File: src/rtl/alu_pkg.sv
// Shared types and constants for the ID->EX ALU-control stage.
package alu_pkg;

  // Instruction class from the main decoder
  typedef enum logic [2:0] {
    IT_RIALU    = 3'd0,
    IT_I_LOAD   = 3'd1,
    IT_S_STORE  = 3'd2,
    IT_B_BRANCH = 3'd3,
    IT_U_LUI    = 3'd4,
    IT_U_AUIPC  = 3'd5,
    IT_I_JALR   = 3'd6,
    IT_J_JAL    = 3'd7
  } instr_type_e;

  // ALU operation select; codes 11..15 are reserved
  typedef enum logic [3:0] {
    ALU_ADD   = 4'd0,
    ALU_SUB   = 4'd1,
    ALU_SLL   = 4'd2,
    ALU_SLT   = 4'd3,
    ALU_SLTU  = 4'd4,
    ALU_XOR   = 4'd5,
    ALU_SRL   = 4'd6,
    ALU_SRA   = 4'd7,
    ALU_OR    = 4'd8,
    ALU_AND   = 4'd9,
    ALU_PASSB = 4'd10
  } alu_ctrl_e;

  // RV32M operation, equal to funct3
  typedef enum logic [2:0] {
    MDU_MUL    = 3'd0,
    MDU_MULH   = 3'd1,
    MDU_MULHSU = 3'd2,
    MDU_MULHU  = 3'd3,
    MDU_DIV    = 3'd4,
    MDU_DIVU   = 3'd5,
    MDU_REM    = 3'd6,
    MDU_REMU   = 3'd7
  } mdu_op_e;

  typedef enum logic [0:0] {
    ST_IDLE = 1'b0,
    ST_BUSY = 1'b1
  } stage_state_e;

  localparam logic [6:0] F7_BASE   = 7'h00;
  localparam logic [6:0] F7_ALT    = 7'h20;
  localparam logic [6:0] F7_MULDIV = 7'h01;

  // Register/immediate ALU op from funct3; alt selects SUB/SRA variants
  function automatic alu_ctrl_e rialu_ctrl(input logic [2:0] f3, input logic alt);
    alu_ctrl_e c;
    case (f3)
      3'b000:  c = alt ? ALU_SUB : ALU_ADD;
      3'b001:  c = ALU_SLL;
      3'b010:  c = ALU_SLT;
      3'b011:  c = ALU_SLTU;
      3'b100:  c = ALU_XOR;
      3'b101:  c = alt ? ALU_SRA : ALU_SRL;
      3'b110:  c = ALU_OR;
      3'b111:  c = ALU_AND;
      default: c = ALU_ADD;
    endcase
    return c;
  endfunction

endpackage

File: src/rtl/alu_ctrl_comb.sv
// Pure combinational mapping of decode fields to ALU control, MDU select and illegal flag.
module alu_ctrl_comb
  import alu_pkg::*;
#(
  parameter int ALUOP_WIDTH = 3,
  parameter int OP_WIDTH    = 7,
  parameter int F3_WIDTH    = 3,
  parameter int F7_WIDTH    = 7,
  parameter bit EN_M        = 1'b1
) (
  input  logic [ALUOP_WIDTH-1:0] alu_op,
  input  logic [OP_WIDTH-1:0]    op,
  input  logic [F3_WIDTH-1:0]    funct3,
  input  logic [F7_WIDTH-1:0]    funct7,
  output alu_ctrl_e              alu_ctrl,
  output logic                   mdu_sel,
  output logic                   illegal
);

  logic [2:0] f3_s;
  logic [6:0] f7_s;
  logic       r_form_s;
  alu_ctrl_e  ctrl_s;
  logic       mdu_s;
  logic       ill_s;
  logic       unused_op_s;

  assign f3_s        = funct3[2:0];
  assign f7_s        = funct7[6:0];
  assign r_form_s    = op[5];
  assign unused_op_s = ^{op[OP_WIDTH-1:6], op[4:0]};

  // Decode instruction class and function fields; illegal encodings fall back to ADD
  always_comb begin
    ctrl_s = ALU_ADD;
    mdu_s  = 1'b0;
    ill_s  = 1'b0;
    case (alu_op)
      IT_RIALU: begin
        if (r_form_s) begin
          if (f7_s == F7_BASE) begin
            ctrl_s = rialu_ctrl(f3_s, 1'b0);
          end else if (f7_s == F7_ALT) begin
            if ((f3_s == 3'b000) || (f3_s == 3'b101)) begin
              ctrl_s = rialu_ctrl(f3_s, 1'b1);
            end else begin
              ill_s = 1'b1;
            end
          end else if (f7_s == F7_MULDIV) begin
            if (EN_M) begin
              mdu_s = 1'b1;
            end else begin
              ill_s = 1'b1;
            end
          end else begin
            ill_s = 1'b1;
          end
        end else begin
          // Immediate form: funct7 only carries meaning for shifts
          if ((f3_s == 3'b001) || (f3_s == 3'b101)) begin
            if ((f7_s == F7_BASE) || (f7_s == F7_ALT)) begin
              ctrl_s = rialu_ctrl(f3_s, f7_s[5]);
            end else begin
              ill_s = 1'b1;
            end
          end else begin
            ctrl_s = rialu_ctrl(f3_s, 1'b0);
          end
        end
      end
      IT_B_BRANCH: begin
        case (f3_s)
          3'b000, 3'b001: ctrl_s = ALU_SUB;
          3'b100, 3'b101: ctrl_s = ALU_SLT;
          3'b110, 3'b111: ctrl_s = ALU_SLTU;
          default:        ill_s  = 1'b1;
        endcase
      end
      IT_U_LUI:                                            ctrl_s = ALU_PASSB;
      IT_I_LOAD, IT_S_STORE, IT_U_AUIPC, IT_I_JALR, IT_J_JAL: ctrl_s = ALU_ADD;
      default:                                             ctrl_s = ALU_ADD;
    endcase
  end

  assign alu_ctrl = ctrl_s;
  assign mdu_sel  = mdu_s;
  assign illegal  = ill_s;

endmodule

File: src/rtl/alu_decode_stage.sv
// Registered, handshaked ALU-control stage between ID and EX with optional multi-cycle MDU dispatch.
module alu_decode_stage
  import alu_pkg::*;
#(
  parameter int ALUOP_WIDTH = 3,
  parameter int OP_WIDTH    = 7,
  parameter int F3_WIDTH    = 3,
  parameter int F7_WIDTH    = 7,
  parameter int CTRL_WIDTH  = 4,
  parameter bit EN_M        = 1'b1,
  parameter int MDU_LATENCY = 4
) (
  input  logic                   clk,
  input  logic                   rst_n,
  input  logic                   flush,
  input  logic                   in_valid,
  output logic                   in_ready,
  input  logic [ALUOP_WIDTH-1:0] alu_op,
  input  logic [OP_WIDTH-1:0]    op,
  input  logic [F3_WIDTH-1:0]    funct3,
  input  logic [F7_WIDTH-1:0]    funct7,
  output logic                   out_valid,
  input  logic                   out_ready,
  output logic [CTRL_WIDTH-1:0]  alu_ctrl,
  output logic                   mdu_sel,
  output logic [2:0]             mdu_op,
  output logic                   mdu_start,
  output logic                   illegal
);

  localparam int                   CNT_WIDTH   = $clog2(MDU_LATENCY + 1);
  localparam logic [CNT_WIDTH-1:0] CNT_LOAD    = CNT_WIDTH'(MDU_LATENCY - 1);
  localparam logic [CNT_WIDTH-1:0] CNT_ONE     = CNT_WIDTH'(1);
  localparam logic [CNT_WIDTH-1:0] CNT_ZERO    = {CNT_WIDTH{1'b0}};
  localparam logic                 MULTI_CYCLE = (MDU_LATENCY > 1);

  alu_ctrl_e              dec_ctrl_s;
  logic                   dec_mdu_s;
  logic                   dec_ill_s;

  stage_state_e           state_r, state_next_s;
  logic [CNT_WIDTH-1:0]   count_r, count_next_s;

  logic                   out_valid_r, out_valid_next_s;
  alu_ctrl_e              alu_ctrl_r, alu_ctrl_next_s;
  logic                   mdu_sel_r, mdu_sel_next_s;
  logic [2:0]             mdu_op_r, mdu_op_next_s;
  logic                   mdu_start_r, mdu_start_next_s;
  logic                   illegal_r, illegal_next_s;

  logic                   in_ready_s;
  logic                   accept_s;
  logic                   consume_s;
  logic                   last_busy_s;

  alu_ctrl_comb #(
    .ALUOP_WIDTH (ALUOP_WIDTH),
    .OP_WIDTH    (OP_WIDTH),
    .F3_WIDTH    (F3_WIDTH),
    .F7_WIDTH    (F7_WIDTH),
    .EN_M        (EN_M)
  ) u_ctrl (
    .alu_op   (alu_op),
    .op       (op),
    .funct3   (funct3),
    .funct7   (funct7),
    .alu_ctrl (dec_ctrl_s),
    .mdu_sel  (dec_mdu_s),
    .illegal  (dec_ill_s)
  );

  // A held result blocks intake unless EX takes it this cycle; flush always blocks
  assign in_ready_s  = !flush && (state_r == ST_IDLE) && (!out_valid_r || out_ready);
  assign accept_s    = in_valid && in_ready_s;
  assign consume_s   = out_valid_r && out_ready;
  assign last_busy_s = (state_r == ST_BUSY) && (count_r <= CNT_ONE);

  // State and latency counter register
  always_ff @(posedge clk or negedge rst_n) begin
    if (!rst_n) begin
      state_r <= ST_IDLE;
      count_r <= CNT_ZERO;
    end else begin
      state_r <= state_next_s;
      count_r <= count_next_s;
    end
  end

  // Next-state: enter BUSY on a multi-cycle M accept, leave when the count runs out or on flush
  always_comb begin
    state_next_s = state_r;
    count_next_s = count_r;
    if (flush) begin
      state_next_s = ST_IDLE;
      count_next_s = CNT_ZERO;
    end else begin
      case (state_r)
        ST_IDLE: begin
          if (accept_s && dec_mdu_s && MULTI_CYCLE) begin
            state_next_s = ST_BUSY;
            count_next_s = CNT_LOAD;
          end else begin
            state_next_s = ST_IDLE;
            count_next_s = count_r;
          end
        end
        ST_BUSY: begin
          if (last_busy_s) begin
            state_next_s = ST_IDLE;
            count_next_s = CNT_ZERO;
          end else begin
            state_next_s = ST_BUSY;
            count_next_s = count_r - CNT_ONE;
          end
        end
        default: begin
          state_next_s = ST_IDLE;
          count_next_s = CNT_ZERO;
        end
      endcase
    end
  end

  // Next values of the result register; fields stay put while a result waits for EX
  always_comb begin
    out_valid_next_s = out_valid_r;
    alu_ctrl_next_s  = alu_ctrl_r;
    mdu_sel_next_s   = mdu_sel_r;
    mdu_op_next_s    = mdu_op_r;
    illegal_next_s   = illegal_r;
    mdu_start_next_s = 1'b0;
    if (flush) begin
      out_valid_next_s = 1'b0;
      alu_ctrl_next_s  = ALU_ADD;
      mdu_sel_next_s   = 1'b0;
      mdu_op_next_s    = 3'b000;
      illegal_next_s   = 1'b0;
    end else if (state_r == ST_BUSY) begin
      out_valid_next_s = last_busy_s;
    end else if (accept_s) begin
      alu_ctrl_next_s  = dec_ctrl_s;
      mdu_sel_next_s   = dec_mdu_s;
      mdu_op_next_s    = dec_mdu_s ? funct3[2:0] : 3'b000;
      illegal_next_s   = dec_ill_s;
      mdu_start_next_s = dec_mdu_s;
      out_valid_next_s = !(dec_mdu_s && MULTI_CYCLE);
    end else if (consume_s) begin
      out_valid_next_s = 1'b0;
    end else begin
      out_valid_next_s = out_valid_r;
    end
  end

  // Result output register
  always_ff @(posedge clk or negedge rst_n) begin
    if (!rst_n) begin
      out_valid_r <= 1'b0;
      alu_ctrl_r  <= ALU_ADD;
      mdu_sel_r   <= 1'b0;
      mdu_op_r    <= 3'b000;
      mdu_start_r <= 1'b0;
      illegal_r   <= 1'b0;
    end else begin
      out_valid_r <= out_valid_next_s;
      alu_ctrl_r  <= alu_ctrl_next_s;
      mdu_sel_r   <= mdu_sel_next_s;
      mdu_op_r    <= mdu_op_next_s;
      mdu_start_r <= mdu_start_next_s;
      illegal_r   <= illegal_next_s;
    end
  end

  assign in_ready  = in_ready_s;
  assign out_valid = out_valid_r;
  assign alu_ctrl  = CTRL_WIDTH'(alu_ctrl_r);
  assign mdu_sel   = mdu_sel_r;
  assign mdu_op    = mdu_op_r;
  assign mdu_start = mdu_start_r;
  assign illegal   = illegal_r;

endmodule

File: config.mk
export PLATFORM = sky130hd
export DESIGN_NAME = alu_decode_stage
export DESIGN_NICKNAME = d
export VERILOG_FILES = /design/src/rtl/alu_pkg.sv /design/src/rtl/alu_ctrl_comb.sv /design/src/rtl/alu_decode_stage.sv
export SDC_FILE = /design/constraint.sdc
export NUM_CORES = 1
export LEC_CHECK = 0
export ABC_AREA = 1
export CAP_MARGIN = 20
export CORE_UTILIZATION = 41
export CTS_CLUSTER_SIZE = 20
export DETAILED_ROUTE_END_ITERATION = 16
export MAX_ROUTING_LAYER = met4
export PLACE_DENSITY = 0.78
export SYNTH_ARGS = -nofsm -noshare
export SYNTH_HDL_FRONTEND = slang
export SYNTH_HIERARCHICAL = 1
export SYNTH_SLANG_ARGS = --single-unit
File: constraint.sdc
create_clock -name clk -period 1.4 [get_ports clk]
set_input_delay 0.28 -clock clk [delete_from_list [all_inputs] [get_ports clk]]
set_output_delay 0.28 -clock clk [all_outputs]
set_load 0.05 [all_outputs]
### Word-level counts from Yosys, hierarchy flattened

Memory sizes are Yosys's and may differ from the RTL's.
Cells that the tools add are included.

* register bits after elaboration: 15
* memory bits (read-only): 96
* input port bits: 25
* word-level logic and storage cells: 109
* memories: 3

Memory list
* (name not given): words 8, bits a word 4, read ports 1, clocked after Yosys merged registers in 0, write ports 0, RTL line alu_pkg.sv:55 `case (f3)`
* (name not given): words 8, bits a word 4, read ports 1, clocked after Yosys merged registers in 0, write ports 0, RTL line alu_pkg.sv:55
* (name not given): words 8, bits a word 4, read ports 1, clocked after Yosys merged registers in 0, write ports 0, RTL line alu_pkg.sv:55

* add/sub/neg operators: 1
* $lt $le $gt $ge: 1
* equality and inequality tests: 18
* mux-type cells: 53
* bitwise logic cells: 1
* reductions and logical operators: 24

Operator list (number)
* $mux W4: 9
* $pmux W4 S8: 1
* $mux W1: 31
* $eq A3 B3 Y1 const B: 8
* $mux W3: 7
* $pmux W4 S4: 1
* $eq A3 B2 Y1 const B: 4
* $pmux W3 S3: 1
* $eq A7 B1 Y1 const B: 1
* $eq A7 B6 Y1 const B: 1
* $logic_not A7 Y1: 1
* $eq A3 B1 Y1 const B: 2
* $logic_and A1 B1 Y1: 6
* $logic_not A3 Y1: 2
* $pmux W3 S2: 1
* $reduce_or A2 Y1: 3
* $reduce_or A6 Y1: 1
* $reduce_or A5 Y1: 1
* $logic_or A1 B1 Y1: 4
* $pmux W1 S2: 2
* $reduce_bool A4 Y1: 1
* $le A3 B1 Y1 const B: 1
* $logic_not A1 Y1: 3
* $ne A3 B2 Y1 const B: 1
* 5 further kinds: 5

### Longest topological paths before layout

* depth in word-level cells: 10
* gate-level depth with buffers: 14
* gate-level depth less buffers: 14

### Cells and area by module

The synthesis kept the hierarchy.

By module, submodules not included
* alu_decode_stage: instances 1, cells each 88, area each 742.0 um^2, seq. area each 375.4 um^2
* alu_ctrl_comb: instances 1, cells each 120, area each 591.8 um^2, seq. area each 0.0 um^2

### Least setup slack after synthesis

No wires, ideal clock.

* kind: register -> output
* start point: reg out_valid_r, in the netlist out_valid
* end point: out in_ready
* arrival: 1.895 ns
* setup slack: -0.775 ns
* stages on the path, launching flop included: 4
* buffers on the path: 0
* path through: dfrtp_1 -> nand2_1 -> inv_1 -> nor3_1

* longest elaborated chain between the ends: 3

RTL lines
* start, declared: RTL line alu_decode_stage.sv:44 `logic out_valid_r, out_valid_next_s;`
* start signal, assigned: RTL line alu_decode_stage.sv:164 `out_valid_r <= out_valid_next_s;`
* $logic_not A1 Y1: RTL line alu_decode_stage.sv:73 `assign in_ready_s = !flush && (state_r == ST_IDLE) && (!out_valid_r || out_ready);`
* $logic_or A1 B1 Y1: RTL line alu_decode_stage.sv:73
* $logic_and A1 B1 Y1: RTL line alu_decode_stage.sv:73
* end, declared: RTL line alu_decode_stage.sv:17 `output logic in_ready,`

Every way passes these cells.

### Final worst setup path

Same ends and word-level chain as after synthesis.

==> results.txt <==
Data arrival at the endpoint of the critical path: 1.13 ns. After floorplanning, the core was divided into 20 placement rows. The gate family responsible for the most delay along the worst path is flip-flops. The run finished, with violations left. For this run, the post-layout net count is 310. Fill cells in the final layout number 247.

The number of flops mapped to enable cells by yosys came out at 0. The total area of sequential cells came out at 378 um^2. The run gives 0.791 as the normalized max-slew margin. The number of failing setup endpoints in the final timing report was 1.

The tools report the pin count of the biggest net entering global routing as 16. The tools report the cell chosen for the clock root as sky130_fd_sc_hd__clkbuf_4. At the end of routability-driven placement, the weighted congestion stood at 0.937. The number of nets still failing antenna checks after routing was 0. Among all flip-flop cells after synthesis, the most frequent one is sky130_fd_sc_hd__dfrtp_1.

The type of destination of the critical path was a primary output. For this design the ratio of total power to cell area is 507 nW/um^2. The logs give 1,359 for the via count of the first global-routing pass and 0 for the count of hold buffers inserted by post-cts repair.

The area of all placed cells without fillers is 2140 um^2, and the clock-pin transition on the worst setup and hold timing paths is 0.09 ns. Setup repair after global routing could not meet its margin everywhere. Summing all multi-input logic gate instances after layout gives 868 um^2. The largest fanout of any net on the critical path was 2; the number of max-cap violations was 0. The logs give 0 for the count of endpoints failing hold in the final timing report and 0 for the initial antenna violation count. The logs give 247 uV for the largest voltage drop on the vdd net and 3490 um^2 for the overall die area. The kind of start point of the critical path is a flop. The tools report the HPWL reported at the end of detailed placement as 2.64 mm. The signal on the critical path passes through nand2_4 -> inv_4 -> nor3_4 -> buf_12.

In this run, distinct cell masters in the synthesized netlist total 27. The routed via count divided by cell count is 4.80. The cell count after synthesis came out at 208.

The logs give 1.15 nW for the static leakage power and 37 for the number of top-level pins. Measured along the y axis, the die boundary spans 59.0 um. The part of the Yosys area used for sequential elements is 0.281. The number of buffers and inverters on the critical path is 2. The number of port buffers works out to 30. The part of the cycle the worst path needs came out at 1.00. For the number of warning messages in the yosys log, the log shows 6.

Clock tree synthesis found a total of 15 sinks. The number of synthesized register bits is 15, and the floorplan die width is 59.0 um. The utilization after layout is 0.695.

The longest clock path from root to sink contains 2 buffers. Between clock sinks in the finished design, the worst skew comes to 0.00727 ns. Summed over all layers, the global routing overflow is 0. The worst hold path class was input pin to flop. The latest clock arrival within the worst-skew pair is 0.27 ns, and the starting utilization of the core area is 0.433.

The logs give 3.32 mm for the aggregate routed wire length and 0.217 for the total global-route track usage. After synthesis, the mean cell area works out to 6.41 um^2. The first global-routing pass estimated 5.62 mm of wire. The instance count after placement with tap cells included is 306. For the antenna cell count, the log shows 0.

The logs give 1 for the number of H-tree levels and -0.00673 ns for the slack of the critical path. The count of cells in the finished layout, fillers not included, comes to 319. The final reports fail on negative setup slack.

The detailed-routing iteration count for the pre-antenna-repair pass was 4. For the area of the core region, the log shows 3080 um^2. The number of remaining DRC errors was 0; the clock period minus worst slack was 1.41 ns. The peak per-stage delay on the critical path was 0.43 ns; the iteration-0 DRC count of the detailed router was 84.

The actual transition at the worst max-transition pin is 0.312 ns. The share of synthesized registers carrying an async set or reset came out at 1.00. The path type of the worst setup path was flop to primary output. The routed layout has 1,530 vias. The logs give 2030 um^2 for the post-detailed-placement cell area and 3 for the number of clock buffers inserted by TritonCTS. The mapped netlist covers 1330 um^2.

The layout-stage area growth over the synthesis result is 60.4%. Fraction of final layout cells with drive strength greater than 1: 0.309. In the final routed layout, each cell accounts on average for 10.4 um. For the required time reported for the critical path endpoint, the log shows 1.12 ns.

The number of max-slew violations in the final report was 0. The tightest hold path in the finished design has a slack of 0.292 ns. The slowest cell on the critical path was sky130_fd_sc_hd__dfrtp_2. TritonCTS built the clock tree. Timing would allow up to 0.711 GHz. Synthesis produced a netlist with a net count of 242.
[per-stage QoR]
stage	setup WS, ns	setup TNS, ns	power (W)
6_report	-0.00673	-0.00673	0.00108
5_1_grt	-0.0573	-0.0573	0.00115
4_1_cts	-0.0166	-0.0166	0.00109
3_5_place_dp	-0.601	-7.61	0.000844
3_3_place_gp	-0.559	-7.03	0.000838
2_1_floorplan	-0.0239	-0.0239	0.000637
[cells by family (layout without fill, tap and decap cells)]
| logic type | Yosys count | count (layout) | synth area share |
|---|---|---|---|
| buf+inv | 32 | 99 | 0.108 |
| fa+ha+maj | 9 | 9 | 0.0844 |
| flops | 15 | 15 | 0.281 |
| simple gates | 141 | 141 | 0.477 |
| compound gates | 11 | 11 | 0.0488 |
[placed cells by master, fill, tap and decap left out, types with 2 or more instances in the layout]
cell type / synthesis / routed
sky130_fd_sc_hd__o21ai_1: 1 / 2
sky130_fd_sc_hd__nor2_2: 3 / 3
sky130_fd_sc_hd__ha_2: 0 / 2
sky130_fd_sc_hd__dfrtp_1: 15 / 13
sky130_fd_sc_hd__a21oi_1: 2 / 2
sky130_fd_sc_hd__dlygate4sd2_1: 0 / 13
sky130_fd_sc_hd__dfrtp_2: 0 / 2
sky130_fd_sc_hd__nor2_1: 13 / 12
sky130_fd_sc_hd__buf_12: 0 / 14
sky130_fd_sc_hd__nand2_2: 3 / 5
sky130_fd_sc_hd__clkdlybuf4s50_1: 0 / 3
sky130_fd_sc_hd__clkbuf_4: 0 / 3
sky130_fd_sc_hd__ha_1: 9 / 7
sky130_fd_sc_hd__nand2_1: 83 / 80
sky130_fd_sc_hd__buf_4: 0 / 33
sky130_fd_sc_hd__nand3_1: 26 / 26
sky130_fd_sc_hd__inv_2: 2 / 7
sky130_fd_sc_hd__inv_4: 1 / 2
sky130_fd_sc_hd__nor2_4: 2 / 3
sky130_fd_sc_hd__nand4_1: 4 / 4
sky130_fd_sc_hd__clkbuf_2: 0 / 2
sky130_fd_sc_hd__o21ai_0: 5 / 4
sky130_fd_sc_hd__inv_1: 25 / 19
[sequential cells by signal, indices dropped and copies added, names as in the netlist]
register and flops:
count_r 3, alu_ctrl 4, state_r 1, out_valid 1, mdu_op 3, illegal 1
mdu_start 1, mdu_sel 1
[cell type report]
cell class | instances | share of cell area
timing repair buffer | 66 | 0.324
sequential | 15 | 0.177
clock buffer | 4 | 0.0123
tap | 44 | 0.0257
inverter | 29 | 0.0556
multi-input combinational | 161 | 0.406
[worst min-delay path, stage by stage]
cell and delay (ns):
sky130_fd_sc_hd__clkbuf_2 0.13, sky130_fd_sc_hd__nand2_1 0.08, sky130_fd_sc_hd__nand2_1 0.04
[per-layer routing]
metal	vias up	GRT usage	part of all wire
li1	800	-	-
met1	683	0.250	0.44
met2	45	0.396	0.52
met3	2	0.00873	0.034
met4	0	0.0816	0.012
met5	-	-	0
[power breakdown]
| part | leakage [nW] | switching (W) | internal (W) |
|---|---|---|---|
| Clock | 0.0150 | 0.000127 | 0.000110 |
| Sequential | 0.204 | 0.00000900 | 0.000441 |
| Combinational | 0.930 | 0.000206 | 0.000190 |
| Total | 1.15 | 0.000343 | 0.000742 |
[repair_timing]
action,in CTS,in global routing
gates cloned,0,0
pin swaps,8,2
resized for setup,27,9
setup endpoints to repair,16,13
buffers inserted,6,3
[cells in the mapped netlist (2+ instances only)]
cell type	n	share of area
sky130_fd_sc_hd__a21oi_1	2	0.0075
sky130_fd_sc_hd__buf_6	2	0.017
sky130_fd_sc_hd__dfrtp_1	15	0.28
sky130_fd_sc_hd__ha_1	9	0.084
sky130_fd_sc_hd__inv_1	25	0.070
sky130_fd_sc_hd__inv_2	2	0.0056
sky130_fd_sc_hd__nand2_1	83	0.23
sky130_fd_sc_hd__nand2_2	3	0.014
sky130_fd_sc_hd__nand3_1	26	0.098
sky130_fd_sc_hd__nand4_1	4	0.019
sky130_fd_sc_hd__nor2_1	13	0.037
sky130_fd_sc_hd__nor2_2	3	0.014
sky130_fd_sc_hd__nor2_4	2	0.017
sky130_fd_sc_hd__nor3_1	2	0.0075
sky130_fd_sc_hd__o21ai_0	5	0.019
[worst paths after layout]
kind                              from           to  slack (ns)  cells after the start
max                          out_valid     in_ready      -0.007                      4
min                          funct3[1]    mdu_op[1]        0.29                      3
max reg2reg                  out_valid    mdu_op[1]        0.08                      8
min reg2reg                alu_ctrl[3]  alu_ctrl[3]        0.57                      2
max in group asynchronous        rst_n    out_valid        0.90                      2
min in group asynchronous        rst_n   count_r[0]        0.32                      2
Note: power is estimated with default switching activity, not from simulation.
